## src/rtl/cola_destinos_fifo.sv

```systemverilog
// cola_destinos_fifo: circular FIFO of destination words between the request
// decoder and the dispatcher. It has a valid/ready handshake on both sides,
// an occupancy count, full/empty flags, a flush, and a sticky overflow flag.
// Optional build macro COLA_DEDUP_EN drops a push whose data already sits in
// the queue and pulses dup_hit for that push. Without it no comparators are
// built and dup_hit is tied low.
module cola_destinos_fifo #(
  parameter int DATA_W = 24,
  parameter int DEPTH  = 8,
  parameter int CNT_W  = $clog2(DEPTH + 1)
) (
  input  logic              clk,
  input  logic              rst,
  input  logic              clear,
  input  logic              push_valid,
  input  logic [DATA_W-1:0] push_data,
  output logic              push_ready,
  output logic              pop_valid,
  output logic [DATA_W-1:0] pop_data,
  input  logic              pop_ready,
  output logic [CNT_W-1:0]  count,
  output logic              full,
  output logic              empty,
  output logic              overflow,
  output logic              dup_hit
);

  localparam int PTR_W = (DEPTH > 1) ? $clog2(DEPTH) : 1;
  localparam logic [PTR_W-1:0] LAST = PTR_W'(DEPTH - 1);
  localparam logic [CNT_W-1:0] FULL_CNT = CNT_W'(DEPTH);

  logic [DATA_W-1:0] mem [DEPTH];
  logic [PTR_W-1:0]  wr_ptr, rd_ptr;
  logic              push_fire, pop_fire, store, dup;

  assign full       = (count == FULL_CNT);
  assign empty      = (count == '0);
  assign push_ready = !full;
  assign pop_valid  = !empty;
  assign pop_data   = mem[rd_ptr];
  assign push_fire  = push_valid & push_ready;
  assign pop_fire   = pop_valid & pop_ready;
  assign store      = push_fire & ~dup;

`ifdef COLA_DEDUP_EN
  // Match the incoming word against every live entry. The head is skipped
  // when it is leaving this cycle, so re-pushing it is not treated as a duplicate.
  always_comb begin
    int offs;
    dup  = 1'b0;
    offs = 0;
    for (int i = 0; i < DEPTH; i++) begin
      offs = (i >= int'(rd_ptr)) ? i - int'(rd_ptr) : i + DEPTH - int'(rd_ptr);
      if (offs < int'(count) && !(pop_fire && offs == 0) && mem[i] == push_data)
        dup = 1'b1;
    end
  end

  // One-cycle pulse for a push that was dropped as a duplicate.
  always_ff @(posedge clk) begin
    if (rst || clear) dup_hit <= 1'b0;
    else              dup_hit <= push_fire & dup;
  end
`else
  assign dup     = 1'b0;
  assign dup_hit = 1'b0;
`endif

  // Storage is not reset. A flushed cycle writes nothing.
  always_ff @(posedge clk) begin
    if (!rst && !clear && store) mem[wr_ptr] <= push_data;
  end

  // Pointers, occupancy and sticky overflow. Reset and flush both return to empty.
  always_ff @(posedge clk) begin
    if (rst || clear) begin
      wr_ptr   <= '0;
      rd_ptr   <= '0;
      count    <= '0;
      overflow <= 1'b0;
    end else begin
      if (store)    wr_ptr <= (wr_ptr == LAST) ? '0 : wr_ptr + 1'b1;
      if (pop_fire) rd_ptr <= (rd_ptr == LAST) ? '0 : rd_ptr + 1'b1;
      if (store && !pop_fire)      count <= count + 1'b1;
      else if (!store && pop_fire) count <= count - 1'b1;
      if (push_valid && full) overflow <= 1'b1;
    end
  end

endmodule

```

## config.mk

```make
export PLATFORM = sky130hd
export DESIGN_NAME = cola_destinos_fifo
export DESIGN_NICKNAME = d
export VERILOG_FILES = /design/src/rtl/cola_destinos_fifo.sv
export SDC_FILE = /design/constraint.sdc
export NUM_CORES = 1
export LEC_CHECK = 0
export BUFFER_PORTS_ARGS = -buffer_cell sky130_fd_sc_hd__buf_2
export CAP_MARGIN = 10
export CORE_MARGIN = 3
export CORE_UTILIZATION = 40
export CTS_CLUSTER_SIZE = 10
export DETAILED_ROUTE_END_ITERATION = 10
export HOLD_SLACK_MARGIN = 0.08
export SLEW_MARGIN = 25
export SYNTH_ARGS = -nofsm -noshare
export SYNTH_HDL_FRONTEND = slang
export SYNTH_SLANG_ARGS = --single-unit
```

## constraint.sdc

```tcl
create_clock -name clk -period 4.1 [get_ports clk]
set_clock_uncertainty 0.15 [all_clocks]
set_input_delay 0.615 -clock clk [delete_from_list [all_inputs] [get_ports clk]]
set_output_delay 0.615 -clock clk [all_outputs]
set_load 0.01 [all_outputs]
```

==> metrics, run 1 <==
EDFF count, synth 192; DR pass1 iterations 4; Leak between 3 and 4 nW; HP Start push_valid; WP data required ~3.3 ns; Fmax 307 MHz; Final setup viols 0; FFs w/ async S/R, synth 0%; detailed placement HPWL between 8 and 9 mm; PwrDens 483 mW/mm^2; Rows 51; total CTS buffers 24; final WL 14.4 mm; post-synth top area share 72.1%; CTS clk-pin slew, worst paths 0.05 ns; crit path max fanout 27; Clk Latency, worst-skew pair 0.50 ns; share of cells above drive strength 1 40.0%; Synth Register Bits 206; number of setup buffers added after CTS 0; CTS Buffer Depth 3; Max-Cap Viols 0; Worst path max stage delay 0.72 ns; largest net degree at the start of global routing 28; Arr. time, crit path 2.49 ns; top cells by count, synth edfxtp_1 (192), mux4_2 (48), mux2_4 (16); Post-DP Area approximately 0.0086 mm^2; Slew Limit Headroom 39.6%; DIE HEIGHT 147 um; worst r2r src count[0]; Final GP Congestion 0.709; setup tns final 0 ns; H-Tree Depth 1; status finished, final reports clean; Total Power ~0.0045 W; Period minus WS final 3.25 ns; post-synthesis sequential area ratio 75.6%; CORE AREA 0.0195 mm^2; GRT Overall Usage 13.5%; Startpoint Class register; Buffers on Ports 61; Hold Fails Final Rpt 0; Synth Net Count 400; Detailed Route Iter0 Violations a little under 200; hold buffer count at CTS 0; fillcell total 1,635; met1 usage 18.9%; Synth Cell Area approximately 0.0080 mm^2; Sequential Power Share between 50% and 60%; root buffer cell clkbuf_16; CTS tree yes; syn_area_per_cell around 22 um^2; worst hold path class in -> reg; Pint roughly 0.0036 W; unrepaired setup endpoints after global routing no; Die X 147 um; vias per cell 5.09; CP Class reg -> out; Final Cell Area between 0.009 and 0.01 mm^2; Post-synth top flop edfxtp_1; period utilisation layout 79.3%; slew at the pin with the worst max-slew slack 0.905 ns; most frequent cell after synthesis edfxtp_1; Ports 63; dpl cells 684; area leader, netlist edfxtp_1; nets 482; gr busiest metal met2; Peak VDD IR 298 uV; Clock power frac 41.6%; total clock sinks about 200; CP max-delay cell dfxtp_4; Antenna Nets Post-Route 0; Top Family by Delay on Critical Path multiplexers; net switching power 0.000924 W; first-pass GRT wire length 22.8 mm; largest cells by area after synthesis edfxtp_1 (72%), mux4_2 (14%), dfxtp_1 (3.5%); Post-CTS Resized 0; initial antenna violation count 0; Initial Utilization 40.9%; routed vias 3,709; WP buf/inv 2; grt ovf 0; Setup crit end kind output pin; Synth Instances 363; WL per Instance 19.8 um; switching fraction of total power 20.4%; met2 Use GR 21.9%; Synth-to-Final Area Change 16.9%; Final Max Slew Viols 0; Min Hold Slack 0.224 ns; Yosys warnings 0; Finished Layout Cells 729; Total Die Area 0.0217 mm^2; met3 Use GR under 10%; Cell Chain, Critical Path buf_12, mux4_2, mux2_4, buf_2; library cells used by synthesis 36; vias in the first global route just under 4k; Comb power frac 6.5%; # DRC 0
## cells in the final DEF (no fill, tap or decap), types with 2 or more instances in the layout
cell type  Yosys  routed
mux2_2         8       8
dfxtp_1       14      11
nand3_1        3       3
clkbuf_1       5      18
nand2_1       10      10
clkbuf_16      0      25
buf_2          7      61
inv_1          3       3
dfxtp_2        0       2
or3_1          3       3
a21oi_1        9       9
nor3_2         0       2
edfxtp_1     192     192
nand2b_1       2       2
ha_1           7       7
mux4_2        48      48
buf_4          1      11
mux2_4        16      16
nor2_1        13       7
nor2_2         0       6
## through the flow
| step | setup WS, ns | util, % |
|---|---|---|
| 5_1_grt | 0.659 | 47.9 |
| 2_1_floorplan | 0.558 | - |
| 3_5_place_dp | 1.19 | 44.3 |
| 6_report | 0.848 | 47.9 |
| 3_3_place_gp | 1.27 | 44.3 |
| 4_1_cts | 0.747 | 47.9 |
## layout make-up
cell class / count / area, um^2 / area share (%)
diodes: 1 / 2.50 / 0.0268
clock buffers: 43 / 693 / 7.41
clock inverters: 1 / 3.75 / 0.0401
inverters: 4 / 15.0 / 0.161
multi-input cells: 136 / 1840 / 19.7
flip-flops and latches: 206 / 6050 / 64.7
well taps: 265 / 332 / 3.55
repair buffers: 73 / 408 / 4.36
## cell families (layout without fill, tap and decap cells)
group	count (synthesis)	count (layout)	share of synthesized area, %
flip-flops	206	206	75.6
multiplexers	73	73	17.8
AND/OR/NAND/NOR	40	40	2.47
buffers and inverters	21	121	1.64
AO/OA/AOI/OAI	12	12	0.876
adder cells (fa/ha/maj)	8	8	1.35
XOR/XNOR	2	2	0.219
other	1	2	0.0469
## tightest hold or removal path: cells and delay by family
family	cells	cell delay [ns]
compound gates	1	0.05
simple gates	1	0.07
buf+inv	1	0.09
## power groups by stage
stage               combinational [W]  clock, W  sequential (W)
global placement             0.000288         0         0.00239
CTS                          0.000297   0.00193         0.00235
floorplan                    0.000209         0         0.00238
global route                 0.000319   0.00202         0.00235
detailed placement           0.000295         0         0.00239
finish                       0.000292   0.00188         0.00235
## final timing paths
check                                     to  slack [ns]  depth (start not counted)
worst max-delay path            pop_data[20]        0.85                          4
worst min-delay path                overflow        0.22                          3
worst max register to register      count[3]        1.29                         10
worst min register to register      overflow        0.33                          2
## state kept, by name, summed over array words and instances (netlist names), named ones only
name      flops
mem         192
wr_ptr        3
count         4
rd_ptr        3
overflow      1
## routing by layer
| layer | wire length [um] | up-vias |
|---|---|---|
| met1 | 6340 | 1936 |
| met5 | 0 | - |
| met4 | 235 | 0 |
| met3 | 729 | 21 |
| li1 | - | 1661 |
| met2 | 7130 | 91 |
(Power assumes the default switching activity.)
==> run 2: changes to the inputs <==
- ABC_AREA: not set -> 1
- clock period: 4.1 -> 3.2 ns (I/O delays scaled with it)
==> run 2 against run 1 <==
  * Core utilization decreased by 0.49 points
  * Count of clock-buffer cells in the layout shrank 9
  * Sequential share of layout area is 2.2 points lower
  * Total power is 33% higher
  * Clock power is 25% higher
  * Combinational power grew 130%
  * Register-to-register slack got worse by 0.44 ns
==> metrics, run 2 <==
status finished, final reports clean (unchanged); Min Hold Slack 0.0977 ns (was 0.224 ns); R2R Path End count[3] (unchanged); post-synthesis xor/xnor area fraction 0.209% (was 0.219%); Max-Cap Viols 0 (unchanged); Period minus WS final approximately 2.8 ns; detailed placement HPWL 9.88 mm (was 8.71 mm); largest registers mem (192), count (4) (unchanged); fraction of the mapped netlist area in adder cells 1.28% (was 1.35%); Clock power frac 39.1% (was 41.6%); syn_area_per_cell 11.3 um^2 (was 22.0 um^2); routed vias 5,324 (was 3,709); worst r2r src count[0] (unchanged); Buffers on Ports 61 (unchanged); most frequent cell after synthesis nor2_1 (was edfxtp_1); multiplexer share of the synthesized area 0% (was 17.8%); Register-to-Register Path Depth 12 (was 10); switching fraction of total power 23.4% (was 20.4%); Antenna Nets Post-Route 0 (unchanged); CTS tree yes (unchanged); Final GP Congestion 0.746 (was 0.709); DR pass1 iterations 4 (unchanged); Synth Net Count 782 (was 400); crit path max fanout 96 (was 27); H-Tree Depth 1 (unchanged); PwrDens 621 mW/mm^2 (was 483 mW/mm^2); Synth Cell Area 0.00840 mm^2 (was 0.00800 mm^2); Post-Synth Simple-Gate Area 16.5% (was 2.47%); hold buffer count at CTS 0 (unchanged); FFs w/ async S/R, synth 0% (unchanged); CP Class reg -> out (unchanged); vias per cell 4.87 (was 5.09); Sequential Power Share 49.9% (was 51.9%); Startpoint Class register (unchanged); FF-to-FF setup slack 0.85 ns (was 1.29 ns); largest cells by area after synthesis edfxtp_1 (69%), nor2_1 (9.8%), nand2_1 (6.2%) (was edfxtp_1 (72%), mux4_2 (14%), dfxtp_1 (3.5%)); Initial Utilization 41.1% (was 40.9%); Fmax 356 MHz; grt ovf 0 (unchanged); GRT Overall Usage 15.6% (was 13.5%); WP data required 2.57 ns (was 3.34 ns); Hold Fails Final Rpt 0 (unchanged); Final Max Slew Viols 0 (unchanged); Post-synth top flop edfxtp_1 (unchanged); Pint 0.00461 W (was 0.00360 W); Peak VDD IR 332 uV (was 298 uV); post-synthesis sequential area ratio 72.0% (was 75.6%); WL per Instance 16.2 um (was 19.8 um); Yosys warnings 0 (unchanged); number of flip-flops in the largest register 192 (unchanged); total CTS buffers 24 (unchanged); library cells used by synthesis 23 (was 36); CP Capture Point pop_data[2] (was pop_data[20]); slew at the pin with the worst max-slew slack 0.940 ns (was 0.905 ns); initial antenna violation count 2 (was 0); post-synth top area share 68.7% (was 72.1%); Detailed Route Iter0 Violations 343 (was 199); EDFF count, synth 192 (unchanged); area leader, netlist edfxtp_1 (unchanged); top cells by count, synth nor2_1 (219), edfxtp_1 (192), nand2_1 (138) (was edfxtp_1 (192), mux4_2 (48), mux2_4 (16)); Synth Register Bits 206 (unchanged); Comb power frac 10.9% (was 6.5%); CORE AREA 0.0204 mm^2 (was 0.0195 mm^2); first-pass GRT wire length 27.8 mm (was 22.8 mm); Rows 52 (was 51); Total Die Area 0.0228 mm^2 (was 0.0217 mm^2); final WL 17.8 mm (was 14.4 mm); Most flops, register mem (unchanged); DIE HEIGHT 151 um (was 147 um); worst hold path class in -> reg (unchanged); Arr. time, crit path 2.18 ns (was 2.49 ns); most frequent cells in the layout nor2_1 (211), edfxtp_1 (192), nand2_1 (138) (was edfxtp_1 (192), buf_2 (61), mux4_2 (48)); Leak 3.69 nW (was 3.06 nW); total clock sinks 206 (unchanged); Synth-to-Final Area Change 15.3% (was 16.9%); Slew Limit Headroom 37.3% (was 39.6%); net switching power 0.00141 W (was 0.000924 W); largest net degree at the start of global routing 97 (was 28); CTS clk-pin slew, worst paths 0.06 ns (was 0.05 ns); number of setup buffers added after CTS 0 (unchanged); Final setup viols 0 (unchanged); Synth Instances 745 (was 363); # diodes 0 (was 1); combinational family with the most area after synthesis simple AND/OR/NAND/NOR gates (was multiplexers); leading cell type in the layout, fill and taps excluded nor2_1 (was edfxtp_1); Clk Latency, worst-skew pair 0.49 ns (was 0.50 ns); period utilisation layout 87.7%; nets 852 (was 482); setup tns final 0 ns (unchanged); vias in the first global route 5,176 (was 3,916); fillcell total 1,874 (was 1,635); Setup crit end kind output pin (unchanged); Compound-Gate Fraction of Synth Area 6.38% (was 0.876%); Die X 151 um (was 147 um); unrepaired setup endpoints after global routing no (unchanged); root buffer cell clkbuf_16 (unchanged); share of cells above drive strength 1 14.7% (was 40.0%); CTS Buffer Depth 3 (unchanged); Ports 63 (unchanged); # DRC 0 (unchanged); Post-CTS Resized 0 (unchanged)
## run 2: changes by cell type after synthesis, sizes merged, moves of 2 or more
cell    before  now
a21oi        9    4
buf         12   26
clkbuf       5   12
inv          4   19
mux2        24    0
mux4        48    0
nand2       11  138
nand2b       2    0
nor2        13  219
nor3         2    0
o21ai        0  103
or3          3    0
## run 2: power by group through the flow
stage	sequential, W	combinational (W)	clock (W)
after global routing	0.00301	0.000759	0.00252
after CTS	0.00300	0.000672	0.00241
after floorplan	0.00306	0.000439	0
after detailed placement	0.00306	0.000670	0
final	0.00300	0.000658	0.00235
after global placement	0.00306	0.000666	0
## run 2: worst min path at each step
stage / from / end / slack (ns) / cells past startpoint
2_1_floorplan: overflow / overflow / 0.32 / 2
3_3_place_gp: overflow / overflow / 0.29 / 2
3_5_place_dp: overflow / overflow / 0.29 / 2
4_1_cts: push_data[15] / mem[1][15] / 0.08 / 1
5_1_grt: push_data[15] / mem[6][15] / 0.09 / 1
6_report: push_data[3] / mem[3][3] / 0.1 / 1
## run 2: area by class of cell
class                   instances  area, um^2  area share, %
flip-flops and latches        206        6050           62.5
multi-input cells             482        2070           21.4
clock buffers                  34         659           6.81
repair buffers                 82         488           5.04
well taps                     270         338           3.49
inverters                      19        73.8          0.763
clock inverters                 1        3.75         0.0388
## run 2: layer usage
| layer | share of wire (%) | vias to the layer above | global-route usage [%] |
|---|---|---|---|
| met1 | 44 | 2522 | 20.7 |
| li1 | - | 2650 | - |
| met2 | 49 | 113 | 26.6 |
| met3 | 5.2 | 35 | 2.81 |
| met4 | 1.8 | 4 | 4.35 |
| met5 | 0.12 | - | 0 |
## run 2: kinds of logic after synthesis
family	Yosys count
buffers and inverters	57
adders and majority gates	8
other	1
DFF	206
and+or+nand+nor	364
AOI/OAI and AO/OA	107
xor gates and xnor gates	2
## run 2: stage by stage
step	total power, W	cell area (um^2)	util, %	setup WS, ns	instances
after floorplan	0.00350	8400	-	0.520	745
after global placement	0.00372	9020	44.1	0.836	1059
after detailed placement	0.00373	9020	44.1	0.781	1059
after CTS	0.00609	9680	47.4	0.297	1094
after global routing	0.00628	9680	47.4	0.197	1094
final	0.00602	9680	47.4	0.394	1094
## run 2: critical path, stage by stage, from the launching register on
cell	delay, ns
dfxtp_4	0.36
inv_4	0.65
o21ai_0	0.23
nand2_1	0.11
nand2_1	0.05
nand2_1	0.11
buf_2	0.14
==> run 3: changes to the inputs <==
- clock period: 3.2 -> 2.27 ns (I/O delays scaled with it)
==> run 3 against run 2 <==
  * The run now ends with setup timing left
  * Via count grew 3.5%
  * Worst setup slack got worse by 0.43 ns
  * Core utilization grew 3.3 points
==> metrics, run 3 (synthesis gave the netlist of run 2 again) <==
PwrDens 840 mW/mm^2 (was 621 mW/mm^2); Final Max Slew Viols 0 (unchanged); Peak VDD IR 516 uV (was 332 uV); Final setup viols 3 (was 0); grt ovf 0 (unchanged); Leak 3.96 nW (was 3.69 nW); worst r2r src count[0] (unchanged); first-pass GRT wire length 28.5 mm (was 27.8 mm); number of flip-flops in the largest register 192 (unchanged); Initial Utilization 41.1% (unchanged); WL per Instance 16.3 um (was 16.2 um); GRT Overall Usage 16.0% (was 15.6%); total clock sinks 206 (unchanged); Die X 151 um (unchanged); nets 894 (was 852); highest metal used met4 (was met5); worst setup margin -0.0327 ns (was 0.394 ns); DIE HEIGHT 151 um (unchanged); WP data required 1.78 ns (was 2.57 ns); initial antenna violation count 0 (was 2); # DRC 0 (unchanged); share of cells above drive strength 1 17.8% (was 14.7%); Rows 52 (unchanged); Post-DP Area 0.00922 mm^2 (was 0.00902 mm^2); Total Die Area 0.0228 mm^2 (unchanged); Register-to-Register Path Depth 12 (unchanged); Detailed Route Iter0 Violations 342 (was 343); leading cell type in the layout, fill and taps excluded nor2_1 (unchanged); metal3 WL 969 um (was 927 um); most frequent cells in the layout nor2_1 (204), edfxtp_1 (192), nand2_1 (134) (was nor2_1 (211), edfxtp_1 (192), nand2_1 (138)); CP Capture Point pop_data[1] (was pop_data[2]); root buffer cell clkbuf_16 (unchanged); Max-Cap Viols 0 (unchanged); Most flops, register mem (unchanged); Clk Latency, worst-skew pair 0.50 ns (was 0.49 ns); Antenna Nets Post-Route 0 (unchanged); Synth-to-Final Area Change 23.3% (was 15.3%); unrepaired setup endpoints after global routing yes (was no); met2 wire length 8.93 mm (was 8.64 mm); final WL 18.6 mm (was 17.8 mm); R2R Path End count[3] (unchanged); Period minus WS final 2.30 ns; largest registers mem (192), count (4) (unchanged); CP Class reg -> out (unchanged); worst hold path class in -> reg (unchanged); Buffers on Ports 61 (unchanged); # diodes 0 (unchanged); crit path max fanout 7 (was 96); Total Power 0.00870 W (was 0.00602 W); CTS clk-pin slew, worst paths 0.05 ns (was 0.06 ns); routed vias 5,511 (was 5,324); largest net degree at the start of global routing 49 (was 97); DR pass1 iterations 4 (unchanged); failing checks setup timing; Fmax around 430 MHz; CTS Buffer Depth 3 (unchanged); Startpoint Class register (unchanged); Final Cell Area 0.0104 mm^2 (was 0.00968 mm^2); CORE AREA 0.0204 mm^2 (unchanged); vias per cell 4.85 (was 4.87); total CTS buffers 24 (unchanged); Hold Fails Final Rpt 0 (unchanged); Ports 63 (unchanged); FF-to-FF setup slack 0.15 ns (was 0.85 ns); Setup crit end kind output pin (unchanged); H-Tree Depth 1 (unchanged); Post-Place Setup Slack 0.0906 ns (was 0.781 ns); wl on met1 8.29 mm (was 7.87 mm); Arr. time, crit path 1.81 ns (was 2.18 ns); status finished with violations (was finished, final reports clean); detailed placement HPWL 10.1 mm (was 9.88 mm); CTS tree yes (unchanged); vias in the first global route 5,270 (was 5,176); Final GP Congestion 0.752 (was 0.746); period utilisation layout 101%
## run 3: cell types whose count changed in the layout (fill, tap and decap cells not counted), moves of 4 or more
| cell | previous run | this run |
|---|---|---|
| nand2_1 | 138 | 134 |
| o21ai_0 | 46 | 23 |
| buf_12 | 2 | 15 |
| nor2_2 | 8 | 13 |
| o21ai_1 | 57 | 77 |
| buf_6 | 0 | 5 |
| nor2_1 | 211 | 204 |
| dlygate4sd3_1 | 0 | 25 |
| nand2_2 | 0 | 4 |
## run 3: worst min-delay path by stage
| stage | start | endpoint | slack (ns) | depth (start not counted) |
|---|---|---|---|---|
| floorplan | push_data[0] | mem[0][0] | 0.29 | 0 |
| global placement | overflow | overflow | 0.29 | 2 |
| detailed placement | overflow | overflow | 0.30 | 2 |
| CTS | clear | overflow | 0.10 | 3 |
| global route | clear | count[1] | 0.15 | 3 |
| finish | clear | overflow | 0.12 | 3 |
## run 3: what timing repair did
| item | 4_1_cts | 5_1_grt |
|---|---|---|
| cloned | 1 | 4 |
| hold buffers | 25 | 0 |
| endpoints found under the hold margin | 193 | 0 |
| pin swaps | 2 | 5 |
| setup buffers | 4 | 1 |
| setup endpoints to repair | 24 | 25 |
| gates resized for setup | 14 | 38 |
## run 3: layout make-up
type	count	area (um^2)
clock inverter	1	5.00
sequential	206	6050
multi-input combinational	482	2120
clock buffer	35	663
inverter	19	76.3
fill	1810	10100
timing repair buffer	124	1100
tap	270	338
## run 3: metrics by stage
| stage | hold slack, ns | TNS, ns | cells | util, % |
|---|---|---|---|---|
| detailed placement | 0.295 | 0 | 1067 | 45.1 |
| global placement | 0.290 | 0 | 1067 | 45.1 |
| floorplan | 0.289 | -73.00 | 745 | - |
| CTS | 0.102 | -0.244 | 1133 | 50.0 |
| global route | 0.146 | -2.29 | 1137 | 50.7 |
| finish | 0.122 | -0.0490 | 1137 | 50.7 |
## run 3: metal layers
layer	GRT usage [%]	vias up
met1	21.3	2622
li1	-	2740
met5	0	-
met4	4.03	0
met2	27.4	121
met3	2.69	28
## run 3: report_power, final
| group | switching (W) | internal, W |
|---|---|---|
| clock | 0.00137 | 0.00199 |
| combinational | 0.000670 | 0.000439 |
| sequential | 0.0000311 | 0.00420 |
| total | 0.00207 | 0.00663 |
## run 3: worst max-delay path, cell delays in order (launching register included)
cell       delay, ns
dfxtp_4         0.46
buf_12          0.15
clkbuf_16       0.15
nor2_2          0.04
nor2_1          0.07
o21ai_1         0.07
nand2_1         0.08
nand2_1         0.06
nand2_1         0.08
buf_2           0.13
